--- src/rtl/serial_frame_deframer.sv ---
// Serial deframer: hunts for a sync word in a strobed bit stream, then deserializes
// FRAME_WORDS payload words (MSB first) and presents them over a valid/ready handshake.
module serial_frame_deframer #(
  parameter int unsigned          WIDTH       = 8,
  parameter int unsigned          SYNC_LEN    = 8,
  parameter logic [SYNC_LEN-1:0]  SYNC        = 8'hA5,
  parameter int unsigned          FRAME_WORDS = 2
) (
  input  logic             clk,
  input  logic             rst_n,
  input  logic             i_in,
  input  logic             i_in_en,
  output logic [WIDTH-1:0] o_data_out,
  output logic             o_data_valid,
  input  logic             i_data_ready,
  output logic             o_in_frame,
  output logic             o_sync_det,
  output logic             o_frame_done,
  output logic             o_overrun
);

  localparam int unsigned FillW = $clog2(SYNC_LEN + 1);
  localparam int unsigned BitW  = $clog2(WIDTH);
  localparam int unsigned IdxW  = (FRAME_WORDS > 1) ? $clog2(FRAME_WORDS) : 1;

  localparam logic [FillW-1:0] FillMax  = FillW'(SYNC_LEN);
  localparam logic [FillW-1:0] FillPrev = FillW'(SYNC_LEN - 1);
  localparam logic [BitW-1:0]  BitLast  = BitW'(WIDTH - 1);
  localparam logic [IdxW-1:0]  IdxLast  = IdxW'(FRAME_WORDS - 1);

  typedef enum logic [0:0] {StHunt, StCollect} state_e;

  state_e              r_state;
  logic [SYNC_LEN-1:0] r_window;
  logic [FillW-1:0]    r_fill;
  logic [WIDTH-1:0]    r_word;
  logic [BitW-1:0]     r_bit_cnt;
  logic [IdxW-1:0]     r_word_idx;
  logic [WIDTH-1:0]    r_data_out;
  logic                r_data_valid;
  logic                r_in_frame;
  logic                r_sync_det;
  logic                r_frame_done;
  logic                r_overrun;

  logic [SYNC_LEN-1:0] w_window_nxt;
  logic [WIDTH-1:0]    w_word_nxt;
  logic                w_match;

  assign w_window_nxt = {r_window[SYNC_LEN-2:0], i_in};
  assign w_word_nxt   = {r_word[WIDTH-2:0], i_in};
  // Fill check keeps a cleared window from matching an all-zero sync pattern.
  assign w_match      = (r_fill >= FillPrev) && (w_window_nxt == SYNC);

  always_ff @(posedge clk or negedge rst_n) begin
    if (!rst_n) begin
      r_state      <= StHunt;
      r_window     <= '0;
      r_fill       <= '0;
      r_word       <= '0;
      r_bit_cnt    <= '0;
      r_word_idx   <= '0;
      r_data_out   <= '0;
      r_data_valid <= 1'b0;
      r_in_frame   <= 1'b0;
      r_sync_det   <= 1'b0;
      r_frame_done <= 1'b0;
      r_overrun    <= 1'b0;
    end else begin
      r_sync_det   <= 1'b0;
      r_frame_done <= 1'b0;
      r_overrun    <= 1'b0;
      if (r_data_valid && i_data_ready) r_data_valid <= 1'b0;

      if (i_in_en) begin
        unique case (r_state)
          StHunt: begin
            r_window <= w_window_nxt;
            if (r_fill != FillMax) r_fill <= r_fill + FillW'(1);
            if (w_match) begin
              r_state    <= StCollect;
              r_in_frame <= 1'b1;
              r_sync_det <= 1'b1;
              r_bit_cnt  <= '0;
              r_word_idx <= '0;
            end
          end
          StCollect: begin
            r_word <= w_word_nxt;
            if (r_bit_cnt == BitLast) begin
              r_bit_cnt <= '0;
              // A word completing while the previous one is still held is dropped.
              if (!r_data_valid || i_data_ready) begin
                r_data_out   <= w_word_nxt;
                r_data_valid <= 1'b1;
              end else begin
                r_overrun <= 1'b1;
              end
              if (r_word_idx == IdxLast) begin
                r_state      <= StHunt;
                r_in_frame   <= 1'b0;
                r_frame_done <= 1'b1;
                r_window     <= '0;
                r_fill       <= '0;
                r_word_idx   <= '0;
              end else begin
                r_word_idx <= r_word_idx + IdxW'(1);
              end
            end else begin
              r_bit_cnt <= r_bit_cnt + BitW'(1);
            end
          end
          default: r_state <= StHunt;
        endcase
      end
    end
  end

  assign o_data_out   = r_data_out;
  assign o_data_valid = r_data_valid;
  assign o_in_frame   = r_in_frame;
  assign o_sync_det   = r_sync_det;
  assign o_frame_done = r_frame_done;
  assign o_overrun    = r_overrun;

endmodule

--- config.mk ---
export PLATFORM = sky130hd
export DESIGN_NAME = serial_frame_deframer
export DESIGN_NICKNAME = d
export VERILOG_FILES = /design/src/rtl/serial_frame_deframer.sv
export SDC_FILE = /design/constraint.sdc
export NUM_CORES = 1
export LEC_CHECK = 0
export CAP_MARGIN = 15
export CORE_UTILIZATION = 30
export CTS_CLUSTER_DIAMETER = 150
export DETAILED_ROUTE_END_ITERATION = 10
export PLACE_DENSITY = 0.49
export SLEW_MARGIN = 25
export SYNTH_ARGS = -nofsm -noshare
export SYNTH_HDL_FRONTEND = slang
export SYNTH_SLANG_ARGS = --single-unit
--- constraint.sdc ---
create_clock -name clk -period 1.65 [get_ports clk]
set_clock_uncertainty 0.2 [all_clocks]
set_input_delay 0.495 -clock clk [delete_from_list [all_inputs] [get_ports clk]]
set_output_delay 0.495 -clock clk [all_outputs]
set_load 0.01 [all_outputs]
-- Yosys cells after proc, flatten, opt, wreduce, memory -nomap -nowiden
Cells that the tools add are included.
- bits of input ports: 5
- flip-flop bits (word level): 36
- logic and storage cells: 72
- reduce and logical (&&, ||, !) cells: 11
- equality and inequality tests: 7
- multiplexer cells: 37
- $lt $le $gt $ge: 1
- bitwise gates (word level): 1
- add/subtract/negate cells: 3
- operators with widths (operator ; number):
    $mux W1 ; 24
    $mux W7 ; 2
    $pmux W7 S2 ; 1
    $mux W4 ; 3
    $reduce_and A4 Y1 ; 3
    $eq A8 B8 Y1 const B ; 1
    $pmux W4 S2 ; 1
    $mux W3 ; 2
    $pmux W1 S2 ; 3
    $pmux W3 S2 ; 1
    $reduce_and A3 Y1 ; 2
    $add A4 B1 Y4 const B ; 1
    $ge A4 B3 Y1 const B ; 1
    $ne A2 B1 Y1 const B ; 2
    $ne A2 B2 Y1 const B ; 2
    $ne A4 B4 Y1 const B ; 1
    $reduce_and A2 Y1 ; 2
    $add A3 B1 Y3 const B ; 1
    $eq A3 B3 Y1 const B ; 1
    $logic_and A1 B1 Y1 ; 2
    $add A1 B1 Y1 const B ; 1
    $logic_not A1 Y1 ; 1
    $logic_or A1 B1 Y1 ; 1
    $not A1 Y1 ; 1

-- Logic depth before layout (Yosys ltp)
- depth after elaboration: 6
- mapped depth: 5
- gate-level depth less buffers: 5

-- Worst setup path before layout
No wires, ideal clock.
- path type: register -> register
- from: register r_bit_cnt[0]
- to: register r_data_out[0], in the netlist o_data_out[0]
- setup slack: -21 ps
- arrival time: 1347 ps
- stages on the path, launching flop included: 5
- path buffers: 0
- clock period less this slack: 1671 ps
- path through: dfrtp_1 > ha_1 > ha_1 > nand4_2 > mux2_2
- word-level cells in the longest chain between the ends: 2
- RTL lines (element ; RTL line ; text):
    start: declaration ; 37 ; logic [BitW-1:0] r_bit_cnt;
    start signal: assignment ; 110 ; r_bit_cnt <= r_bit_cnt + BitW'(1);
    $eq A3 B3 Y1 ; 90 ; if (r_bit_cnt == BitLast) begin
    $reduce_and A4 Y1 (no line) ; - ;
    end signal: assignment ; 94 ; r_data_out <= w_word_nxt;
    end: declaration ; 39 ; logic [WIDTH-1:0] r_data_out;
Every way passes these cells.
A chain may end at the register's enable or synchronous reset.

-- Final worst setup path
- from: register r_overrun, in the netlist o_overrun
- to: output o_overrun
- RTL lines (element ; RTL line ; text):
    start: declaration ; 44 ; logic r_overrun;
    start signal: assignment ; 68 ; r_overrun <= 1'b0;
    start signal: assignment ; 72 ; r_overrun <= 1'b0;
    start signal: assignment ; 97 ; r_overrun <= 1'b1;
    end: declaration ; 19 ; output logic o_overrun
No word-level cell between the ends.

==> out/qor.yml <==
run_status:
  status: "finished clean"
sta:
  finalSetupTns_ps: 0
  max_freq_mhz: 623
  hold_ws_ps: 305
  slew_headroom_pct: 77.0
  tightest_slew_ps: 340
  setup_viol: 0
  grt_setup_unrepaired: "no"
  fin_crit_sh_pct: 97.3
  slew_violations: 0
  hold_viol: 0
  min_period_ps: 1600
synth:
  ys_ff_latch: 36
  yosysWarnings: 0
  syn_area_per_cell_um2: 13.4
  synth_top_cell_area_share_pct: 57.4
  synth_top_family_by_area: "simple AND/OR/NAND/NOR gates"
  mappedNetlistArea_mm2: 0.00157
  synth_xor_area_share_pct: 0.558
  synth_cell_types: 31
  synth_fa_ha_area_share_pct: 3.99
  synth_nets: 127
  synthCells: 117
  synth.largest_area_cell: "dfrtp_1"
  synth_compound_area_share_pct: 11.3
  yosysSeqAreaShare_pct: 57.4
  synth-simple-area-share_pct: 12.4
  yosys-top-cells-area: "dfrtp_1 57%, mux2_2 11%, a22o_1 4.5%, ha_1 4.0%, nand2b_1 2.4%"
  synth_mux_area_share_pct: 12.1
clock_network:
  htree_levels: 2
  cts_setup_buffers: 0
  clock-sinks: 36
  clock_latency_ps: 280
  cts_tree: "yes"
  numCtsBuffers: 5
  root_buffer: "clkbuf_8"
  cts_buffer_depth: 2
  path_clk_slew_ps: 70
place:
  routabilityCongestion: 0.638
  place_hpwl_um: 2120
  port_buffers: 17
  dpl-instance-area_mm2: 0.00198
pwr:
  vdd_drop_max_v: 0.000433
  pwr_density_cell_mw_per_mm2: 1160
  leakagePower_nw: 1.02
  power_mw: 2.49
floorplanning:
  die_x_um: 74.3
  dieArea_mm2: 0.00552
  core-area_mm2: 0.00488
  initial_utilization_pct: 32.2
  die_h_um: 74.3
  ios: 18
  rows: 25
layout:
  fill_cells: 485
  final_cell_mix: "36 x dfrtp_1, 17 x buf_4, 15 x mux2_2, 11 x clkdlybuf4s15_1, 8 x a22o_1"
  final_common_cell: "dfrtp_1"
  regArea_um2: 901
  layout.nets: 166
  num_antenna_cells: 0
  area_growth_pct: 36.3
  stdcell_area_mm2: 0.00214
  drive_gt1_share_pct: 35.0
  multi_input_area_um2: 703
worst_setup_path:
  cp_max_fo: 1
  path_cells: "dlygate4sd2_1"
  worst_setup_path_start_kind: "flop"
  worstSetupPathType: "reg2out"
  end_kind: "primary output"
  cp.required_ps: 950
  crit_cells: 1
  worstPathArrival_ps: 910
  reg2regPathDepth: 4
  critical-path-top-delay-family: "flip-flops"
  critical_path.max_stage_delay_ps: 350
  slowest_stage: "dfrtp_1"
  crit_buf_inv: 1
grt:
  overflow: 0
  grt_pass1_wl_um: 5240
  grt_max_degree: 37
  grt_pass1_vias: 1116
  antenna_found_initial: 0
  grt_usage_pct: 13.0
job:
  cap_violations: 0
routing:
  wirelength_um: 3090
  routed_via_density: 4.75
  first_iter_violations: 37
  antenna_left: 0
  vias: 1064
  drc_errors: 0
  firstDrtPassIters: 4
  wl_per_cell_um: 13.8
worst_hold_path:
  hp-class: "reg2reg"
  holdPathStages: 1
==> final timing paths <==
path,to,slack [ps],from
max,o_overrun,50,o_overrun
min in group asynchronous,o_data_out[2],370,rst_n
max in group asynchronous,o_data_out[0],690,rst_n
min reg2reg,r_word[6],310,r_word[6]
min,r_word[6],310,r_word[6]
max reg2reg,o_data_out[3],60,r_bit_cnt[1]
==> through the flow <==
stage / util, % / setup slack, ps / std cells
2_1_floorplan: - / 5.36 / 117
3_3_place_gp: 40.5 / -392 / 216
3_5_place_dp: 40.5 / -394 / 216
4_1_cts: 43.5 / 4.18 / 224
5_1_grt: 43.8 / 4.51 / 224
6_report: 43.8 / 45.2 / 224
==> synthesized netlist by cell type <==
cell type,n
nand4_2,1
nand3_1,3
mux2_2,16
mux2i_1,1
nor3_1,1
nand4bb_1,2
nor2_1,3
o21ai_0,3
nand4b_1,1
a31oi_1,1
dfrtp_1,36
nand2_1,6
nor4bb_1,1
a221o_1,1
buf_2,3
o221ai_1,1
nor4b_4,1
a22o_1,8
o311ai_1,1
o2bb2ai_1,1
a21bo_2,2
xor2_1,1
a21oi_1,1
o31a_1,2
inv_1,3
nand2b_1,6
nor3b_1,1
a21o_1,1
buf_4,1
nor2b_1,3
ha_1,5
==> flip-flops by register name (all words and copies together) (netlist names) <==
signal        count
r_word_idx        1
o_data_valid      1
o_sync_det        1
r_word            7
r_window          7
o_in_frame        1
r_state           1
o_data_out        8
o_frame_done      1
o_overrun         1
r_bit_cnt         3
r_fill            4
==> kinds of logic after synthesis <==
| group | Yosys count |
|---|---|
| AO/OA/AOI/OAI | 22 |
| adder cells (fa/ha/maj) | 5 |
| multiplexers | 17 |
| AND/OR/NAND/NOR | 29 |
| buffers and inverters | 7 |
| XOR/XNOR | 1 |
| flip-flops | 36 |
==> layout make-up <==
type | count | share of cell area (%)
Sequential cell | 36 | 42.1
Multi-Input combinational cell | 74 | 32.9
Timing Repair Buffer | 36 | 15.3
Tap cell | 67 | 3.92
Clock buffer | 5 | 3.22
Clock inverter | 3 | 1.99
Inverter | 3 | 0.527
==> routing by layer <==
layer | global-route usage [%] | part of all wire [%] | vias up
met5 | 0 | 0 | -
met4 | 5.66 | 2.3 | 0
met3 | 4.07 | 3.9 | 9
met2 | 21.6 | 47 | 15
met1 | 15.6 | 47 | 539
li1 | - | - | 501
==> where the power goes <==
part	internal (mW)	switching (mW)	leakage, nW
logic	0.322	0.244	0.499
clock network	0.447	0.323	0.0541
registers	1.01	0.139	0.466
total	1.78	0.706	1.02
==> timing repair <==
item,4_1_cts,5_1_grt
setup endpoints to repair,37,15
resized for setup,34,6
hold buffers,0,0
pin swaps,3,0
hold endpoints to repair,0,0
gates cloned,0,0
Power figures use the tool's default switching activity.
